--- config.mk ---
export PLATFORM = sky130hd
export DESIGN_NAME = cbus_arbiter
export DESIGN_NICKNAME = d
export VERILOG_FILES = /design/src/rtl/common.sv /design/src/rtl/rr_picker.sv /design/src/rtl/cbus_arbiter.sv
export SDC_FILE = /design/constraint.sdc
export NUM_CORES = 1
export LEC_CHECK = 0
export ABC_AREA = 1
export BUFFER_PORTS_ARGS = -buffer_cell sky130_fd_sc_hd__buf_4
export CAP_MARGIN = 20
export CORE_AREA = 8 8 205 207
export CTS_CLUSTER_DIAMETER = 80
export DETAILED_ROUTE_END_ITERATION = 16
export DIE_AREA = 0 0 213 215
export PLACE_DENSITY = 0.32
export SLEW_MARGIN = 10
export SYNTH_ARGS = -nofsm -noshare
export SYNTH_HDL_FRONTEND = slang
export SYNTH_SLANG_ARGS = --single-unit
--- constraint.sdc ---
create_clock -name clk -period 1.6 [get_ports clk]
set_input_delay 0.4 -clock clk [delete_from_list [all_inputs] [get_ports clk]]
set_output_delay 0.4 -clock clk [all_outputs]
set_load 0.01 [all_outputs]
--- src/rtl/common.sv ---
// Shared cache-bus types: request/response beats, burst length code and arbiter state.
// A burst carries len+1 beats; the responder flags its final beat with last.
package common;

  typedef enum logic [3:0] {
    MLEN1  = 4'd0,
    MLEN2  = 4'd1,
    MLEN4  = 4'd3,
    MLEN8  = 4'd7,
    MLEN16 = 4'd15
  } mlen_t;

  typedef enum logic [1:0] {
    AXI_BURST_FIXED = 2'd0,
    AXI_BURST_INCR  = 2'd1,
    AXI_BURST_WRAP  = 2'd2
  } axi_burst_t;

  typedef struct packed {
    logic        valid;
    logic        is_write;
    logic [31:0] addr;
    mlen_t       len;
    axi_burst_t  burst;
    logic [7:0]  strobe;
    logic [63:0] data;
  } cbus_req_t;

  typedef struct packed {
    logic        ready;
    logic        last;
    logic [63:0] data;
  } cbus_resp_t;

  typedef enum logic {
    ARB_IDLE = 1'b0,
    ARB_BUSY = 1'b1
  } cbus_arb_state_t;

endpackage

--- src/rtl/rr_picker.sv ---
// Round-robin search: first valid index after rr_ptr, wrapping modulo N.
// Purely combinational; no flow control of its own.
module rr_picker #(
  parameter int N  = 2,
  parameter int IW = $clog2(N)
) (
  input  logic [N-1:0]  valid,
  input  logic [IW-1:0] rr_ptr,
  output logic          found,
  output logic [IW-1:0] index
);

  logic [IW:0] cand;

  // Scan farthest-first so the closest valid candidate after rr_ptr wins.
  always_comb begin
    found = 1'b0;
    index = '0;
    cand  = '0;
    for (int k = N; k >= 1; k--) begin
      cand = {1'b0, rr_ptr} + (IW+1)'(k);
      if (cand >= (IW+1)'(N)) begin
        cand = cand - (IW+1)'(N);
      end
      if (valid[cand[IW-1:0]]) begin
        found = 1'b1;
        index = cand[IW-1:0];
      end
    end
  end

endmodule

--- src/rtl/cbus_arbiter.sv ---
// Round-robin arbiter locking the shared cache bus to one requester per burst; grant is 1 cycle after request.
// Responses are forwarded combinationally to the owner only; a one-cycle idle bubble follows every release.
module cbus_arbiter
  import common::*;
#(
  parameter int NREQ = 2
) (
  input  logic             clk,
  input  logic             resetn,
  input  cbus_req_t        ireqs  [NREQ],
  output cbus_resp_t       iresps [NREQ],
  output cbus_req_t        oreq,
  input  cbus_resp_t       oresp,
  output logic [NREQ-1:0]  grant
);

  localparam int IW = $clog2(NREQ);

  cbus_arb_state_t state, state_nxt;
  logic [IW-1:0]   owner, owner_nxt;
  logic [IW-1:0]   rr_ptr, rr_ptr_nxt;
  logic [NREQ-1:0] req_vld;
  logic            pick_found;
  logic [IW-1:0]   pick_idx;

  always_comb begin
    req_vld = '0;
    for (int i = 0; i < NREQ; i++) begin
      req_vld[i] = ireqs[i].valid;
    end
  end

  rr_picker #(
    .N  (NREQ),
    .IW (IW)
  ) u_picker (
    .valid  (req_vld),
    .rr_ptr (rr_ptr),
    .found  (pick_found),
    .index  (pick_idx)
  );

  // rr_ptr resets to the top index so requester 0 wins the first tie.
  always_ff @(posedge clk or negedge resetn) begin
    if (!resetn) begin
      state  <= ARB_IDLE;
      owner  <= '0;
      rr_ptr <= IW'(NREQ-1);
    end else begin
      state  <= state_nxt;
      owner  <= owner_nxt;
      rr_ptr <= rr_ptr_nxt;
    end
  end

  always_comb begin
    state_nxt  = state;
    owner_nxt  = owner;
    rr_ptr_nxt = rr_ptr;
    case (state)
      ARB_IDLE: begin
        if (pick_found) begin
          owner_nxt = pick_idx;
          state_nxt = ARB_BUSY;
        end
      end
      ARB_BUSY: begin
        // Either the final beat or the owner abandoning the burst releases the bus.
        if ((oresp.ready && oresp.last) || !ireqs[owner].valid) begin
          state_nxt  = ARB_IDLE;
          rr_ptr_nxt = owner;
        end
      end
      default: state_nxt = ARB_IDLE;
    endcase
  end

  always_comb begin
    oreq  = '0;
    grant = '0;
    if (state == ARB_BUSY) begin
      oreq         = ireqs[owner];
      grant[owner] = 1'b1;
    end
  end

  always_comb begin
    for (int i = 0; i < NREQ; i++) begin
      iresps[i]       = '0;
      iresps[i].data  = oresp.data;
      iresps[i].ready = (state == ARB_BUSY) && (owner == IW'(i)) && oresp.ready;
      iresps[i].last  = (state == ARB_BUSY) && (owner == IW'(i)) && oresp.last;
    end
  end

endmodule

==> run metrics, run 1 <==
measured slew at the worst slew-check pin 0.185 ns; Layout Skew 0.000937 ns; crit path time final 1.99 ns; first-pass GRT wire length 22,800 um; Setup crit end kind primary output; Max transition margin 87.7%; crit path max-delay cell type dfrtp_1; Mapped Area 2360 um^2; sequential share of power 1.8%; Synthesized Nets 587; number of synthesized flops with an enable pin 0; Clock Latency Late Sink 0.23 ns; share of cells above drive strength 1 76.1%; power density cells 1650 nW/um^2; area leader, netlist a22o_1; DR vias 3,209; Startpoint Class register; number of levels in the clock H-tree 1; post-synthesis xor/xnor area fraction 0%; via/cell ratio 3.02; # rows 73; fin nets 832; dpl cells 1,051; Synth Area in Compound Gates 41.9%; grt peak-use layer met2; Gate Count Post-Synth 295; kind of critical path register to primary output; hold violation count in the final report 0; Die Width 213 um; cell family with most CP delay buffers and inverters; final setup margin -0.389 ns; port bufs 345; Netlist cell types 15; Core Area 39,000 um^2; failing checks negative setup slack; I/O Pins 538; Total Routing Usage GR 6.61%; DR WL/cell 16.8 um; switching portion of total power 42.1%; Post-synth top cells buf_4 (129), a22o_1 (111), buf_6 (17); Mean Syn Cell Area 8.00 um^2; Filler cells 4,455; Root Driver clkbuf_16; Clock transition at path regs 0.03 ns; mux cell area share after synthesis 0%; met2 usage in global routing 11.0%; crit-path cells nand2_2, clkinv_4, buf_12, buf_16, buf_6, a22o_1, buf_6; Non-Filler Instances 1,064; yosys warns 0; Max Root-Sink Buffers 2; post-synthesis async set-or-reset flop share 100%; max-cap viol count 0; largest net degree at the start of global routing 27; RSZ-0062 raised after global routing yes; post-route ant nets 0; # DRC 0; Arr. time, crit path 1.59 ns; GR Util met1 6.99%; most used cell, CP buf_6; HP Class input port to register; CTS tree yes; post-synthesis simple-gate area fraction 3.13%; pins over their slew limit 0; top_reg_cell synth dfrtp_1; Int Pwr 5100 uW; CP Buf/Inv Count 5; P_leak 0.00267 uW; crit-path max cell delay 0.40 ns; required time worst endpoint 1.20 ns; combinational power share 93.6%; status finished, violations left; register area share after synthesis 3.23%; Fmax 503 MHz; gr ovfl total 0; Clk pwr share 4.6%; Final setup viols 113; Initial Util 6.05%; P_sw 3700 uW; initial antenna violation count 0; most numerous cell in the Yosys netlist buf_4; Die H 215 um; main combinational cell family by area after synthesis buffers and inverters; Layout area overhead 125%; initial drt markers 101; Fin Hold WS 0.443 ns; Worst Path Max Fanout 5; Post-DP HPWL 14,700 um; diode count 0; number of global-route vias before repair 3,457; Synth area leaders a22o_1 (41%), buf_4 (41%), buf_6 (8.1%); GP Congestion 0.835; Tot Pwr 8800 uW; VDD IR max 0.682 mV; die area 45,800 um^2; Synth Area in Adders 0%; Pre-antenna DRT Iters 4; final WL 17,900 um; Final Cycle Share 124%; clock sinks 3; Global Route met3 Usage 4.00%; Yosys top cell area share 41.2%; #FFs+latches synth 3; cts bufs inserted 3
==> layer usage <==
metal	vias up	wire [um]
met1	1406	6430
met4	0	430
li1	1447	-
met3	28	3000
met2	328	8030
met5	-	0
==> layout make-up <==
cell class	count	area [um^2]	area share (%)
Multi-Input combinational cell	132	1130	21.3
Clock buffer	4	78.8	1.48
Sequential cell	3	76.3	1.43
Timing Repair Buffer	392	3330	62.7
Inverter	8	40.0	0.753
Tap cell	525	657	12.4
==> final timing paths <==
check	from	end	slack [ns]	cells past startpoint
setup / recovery	state	oreq[108]	-0.39	7
hold / removal	ireqs[111]	owner	0.44	3
setup reg to reg	state	state	0.55	4
hold reg to reg	rr_ptr	rr_ptr	0.46	2
max in group asynchronous	resetn	rr_ptr	0.90	2
min in group asynchronous	resetn	owner	0.51	2
==> layout by cell type, fill, tap and decap left out <==
| cell | instances |
|---|---|
| clkbuf_1 | 1 |
| buf_16 | 5 |
| nor2_4 | 2 |
| a22o_4 | 4 |
| dlygate4sd3_1 | 1 |
| nand3_1 | 3 |
| buf_12 | 9 |
| a22o_1 | 107 |
| nor2_1 | 3 |
| inv_1 | 4 |
| nand2_4 | 2 |
| a21oi_1 | 1 |
| buf_6 | 42 |
| o21ai_0 | 1 |
| clkbuf_16 | 4 |
| dfstp_2 | 1 |
| o21bai_1 | 1 |
| inv_2 | 2 |
| nand2_2 | 3 |
| buf_4 | 334 |
| nand2_1 | 5 |
| dfrtp_1 | 2 |
| clkinv_4 | 2 |
==> kinds of logic after synthesis <==
family	Yosys count
flip-flops	3
buffers and inverters	160
AND/OR/NAND/NOR	18
AO/OA/AOI/OAI	114
==> power groups by stage <==
stage	Clock, uW	Sequential (uW)	Combinational, uW
floorplan	0	156	3630
global placement	0	153	7270
detailed placement	0	152	7170
CTS	409	155	7910
global route	416	160	8820
finish	404	156	8240
==> state kept, by name, summed over array words and instances (netlist names) <==
name and cells:
owner 1, state 1, rr_ptr 1
==> timing repair <==
action	in CTS	in global routing
endpoints found under the setup margin	113	116
pin swaps	7	9
endpoints found under the hold margin	2	0
hold buffers	1	0
cloned	4	1
gates resized for setup	26	45
buffers inserted	4	1
==> worst reg2reg max path, cell delays in order, from the launching register on <==
cell,delay [ns]
dfrtp_1,0.40
buf_4,0.14
buf_4,0.14
a21oi_1,0.14
o21bai_1,0.14
==> stage by stage <==
stage | setup WS, ns | cell area, um^2 | setup TNS (ns) | utilization (%)
after floorplan | 0.118 | 2360 | 0 | -
after global placement | -0.150 | 4790 | -9.89 | 12.3
after detailed placement | -0.144 | 4790 | -10.08 | 12.3
after CTS | -0.378 | 5120 | -36.49 | 13.1
after global routing | -0.444 | 5320 | -42.36 | 13.6
final | -0.389 | 5320 | -33.87 | 13.6
Power figures use the tool's default switching activity.
==> inputs of run 2 (changes only) <==
- CTS_BUF_LIST: unset -> sky130_fd_sc_hd__clkbuf_8
==> run 2 against run 1 <==
Net effect: the run still ends with negative setup slack left; hold slack improved by 0.0067 ns; wire length fell by 2.3%; clock-buffer cell count decreased by 1; maximum frequency up 0.54%; first-iteration DRC count is 5.0% lower; die area is the same; flip-flop and latch count did not move.
==> run metrics, run 2 (synthesis results as in run 1) <==
port bufs 345; Max transition margin 87.6%; Worst Path Max Fanout 24; post-route ant nets 0; Initial Util 6.05%; kind of critical path register to primary output; Fin Hold WS 0.450 ns; required time worst endpoint 1.20 ns; Hold Path Sink owner; RR Startpoint state; power density cells 1600 nW/um^2; commonest non-fill, non-tap cells in the layout buf_4 (357), a22o_1 (108), buf_6 (19); VDD IR max 0.609 mV; measured slew at the worst slew-check pin 0.187 ns; DR vias 3,203; # DRC 0; Core Area 39,000 um^2; largest registers owner: 1 flops, rr_ptr: 1 flops, state: 1 flops; status finished, violations left; crit path time final 1.98 ns; Final setup viols 113; failing checks negative setup slack; first-pass GRT wire length 22,700 um; Arr. time, crit path 1.58 ns; Final Cycle Share 124%; number of levels in the clock H-tree 1; Die H 215 um; flop-to-flop setup slack 0.55 ns; share of cells above drive strength 1 75.8%; P_leak 0.00261 uW; hold violation count in the final report 0; Clock Latency Late Sink 0.22 ns; hold path cells 3; Tot Pwr 8230 uW; die area 45,800 um^2; RSZ-0062 raised after global routing yes; Post-DP HPWL 14,700 um; Root Driver clkbuf_8; fin nets 831; final WL 17,500 um; Die Width 213 um; worst reg2reg endpoint state; Max Root-Sink Buffers 2; Setup crit end kind primary output; final setup margin -0.378 ns; gr ovfl total 0; cts bufs inserted 3; HP Class input port to register; commonest non-fill, non-tap cell in the layout buf_4; max-cap viol count 0; initial drt markers 96; r2r worst-path depth 4; largest net degree at the start of global routing 27; CTS tree yes; pins over their slew limit 0; # rows 73; clock sinks 3; Pre-antenna DRT Iters 4; Layout area overhead 118%; Startpoint Class register; Total Routing Usage GR 6.59%; I/O Pins 538; DR WL/cell 16.4 um; via/cell ratio 3.01; Setup TNS -33.04 ns; GP Congestion 0.835; Clock transition at path regs 0.03 ns; initial antenna violation count 0; diode count 0; number of global-route vias before repair 3,447; Layout Skew 0.00339 ns; Fmax 506 MHz; hold path start ireqs[111]
## run 2: cell count changes in the layout (fill, tap and decap cells not counted)
cell | before | now
buf_4 | 334 | 357
buf_8 | 0 | 2
clkbuf_16 | 4 | 0
clkbuf_8 | 0 | 3
a22o_4 | 4 | 3
buf_16 | 5 | 4
inv_1 | 4 | 5
clkbuf_1 | 1 | 0
a22o_1 | 107 | 108
buf_12 | 9 | 8
buf_6 | 42 | 19
## run 2: layout make-up
cell class,count,area [um^2]
fill,4459,33900
inverter,8,40.0
sequential,3,76.3
multi-input combinational,132,1120
clock buffer,3,41.3
timing repair buffer,391,3200
tap,525,657
clock inverter,1,3.75
## run 2: critical path, stage by stage, from the launching register on
cell      delay [ns]
dfrtp_1         0.40
nand2_2         0.12
clkinv_4        0.08
buf_8           0.15
buf_12          0.15
a22o_4          0.28
buf_4           0.15
## run 2: metal layers
layer | track usage (%) | share of wire (%) | vias up
li1 | - | - | 1447
met1 | 6.99 | 36 | 1399
met2 | 10.9 | 45 | 331
met3 | 4.00 | 17 | 26
met4 | 1.61 | 2.4 | 0
met5 | 0 | 0 | -
## run 2: how the worst max path moves through the flow
| stage | from | end | slack, ns | cells past startpoint |
|---|---|---|---|---|
| detailed placement | state | oreq[46] | -0.14 | 6 |
| global route | state | oreq[48] | -0.43 | 7 |
| floorplan | state | oreq[10] | 0.12 | 5 |
| finish | state | oreq[29] | -0.38 | 6 |
| global placement | owner | oreq[31] | -0.15 | 7 |
| CTS | owner | oreq[15] | -0.37 | 7 |
## run 2: through the flow
| step | utilization, % | cell area, um^2 | worst slack (ns) | std cells |
|---|---|---|---|---|
| final | 13.2 | 5150 | -0.378 | 1063 |
| after global placement | 12.3 | 4790 | -0.150 | 1051 |
| after floorplan | - | 2360 | 0.118 | 295 |
| after detailed placement | 12.3 | 4790 | -0.144 | 1051 |
| after global routing | 13.2 | 5150 | -0.426 | 1063 |
| after CTS | 13.0 | 5080 | -0.371 | 1063 |
## run 2: power breakdown
part           switching, uW  internal [uW]  total (uW)
Sequential              33.7            123         156
Clock                   54.6            164         218
Combinational           3490           4370        7860
## run 2: timing repair
action	CTS	global route
setup endpoints to repair	113	116
gates cloned	4	0
hold buffers	1	0
pin swaps	7	5
hold endpoints to repair	2	0
resized for setup	26	18
buffers inserted	3	2
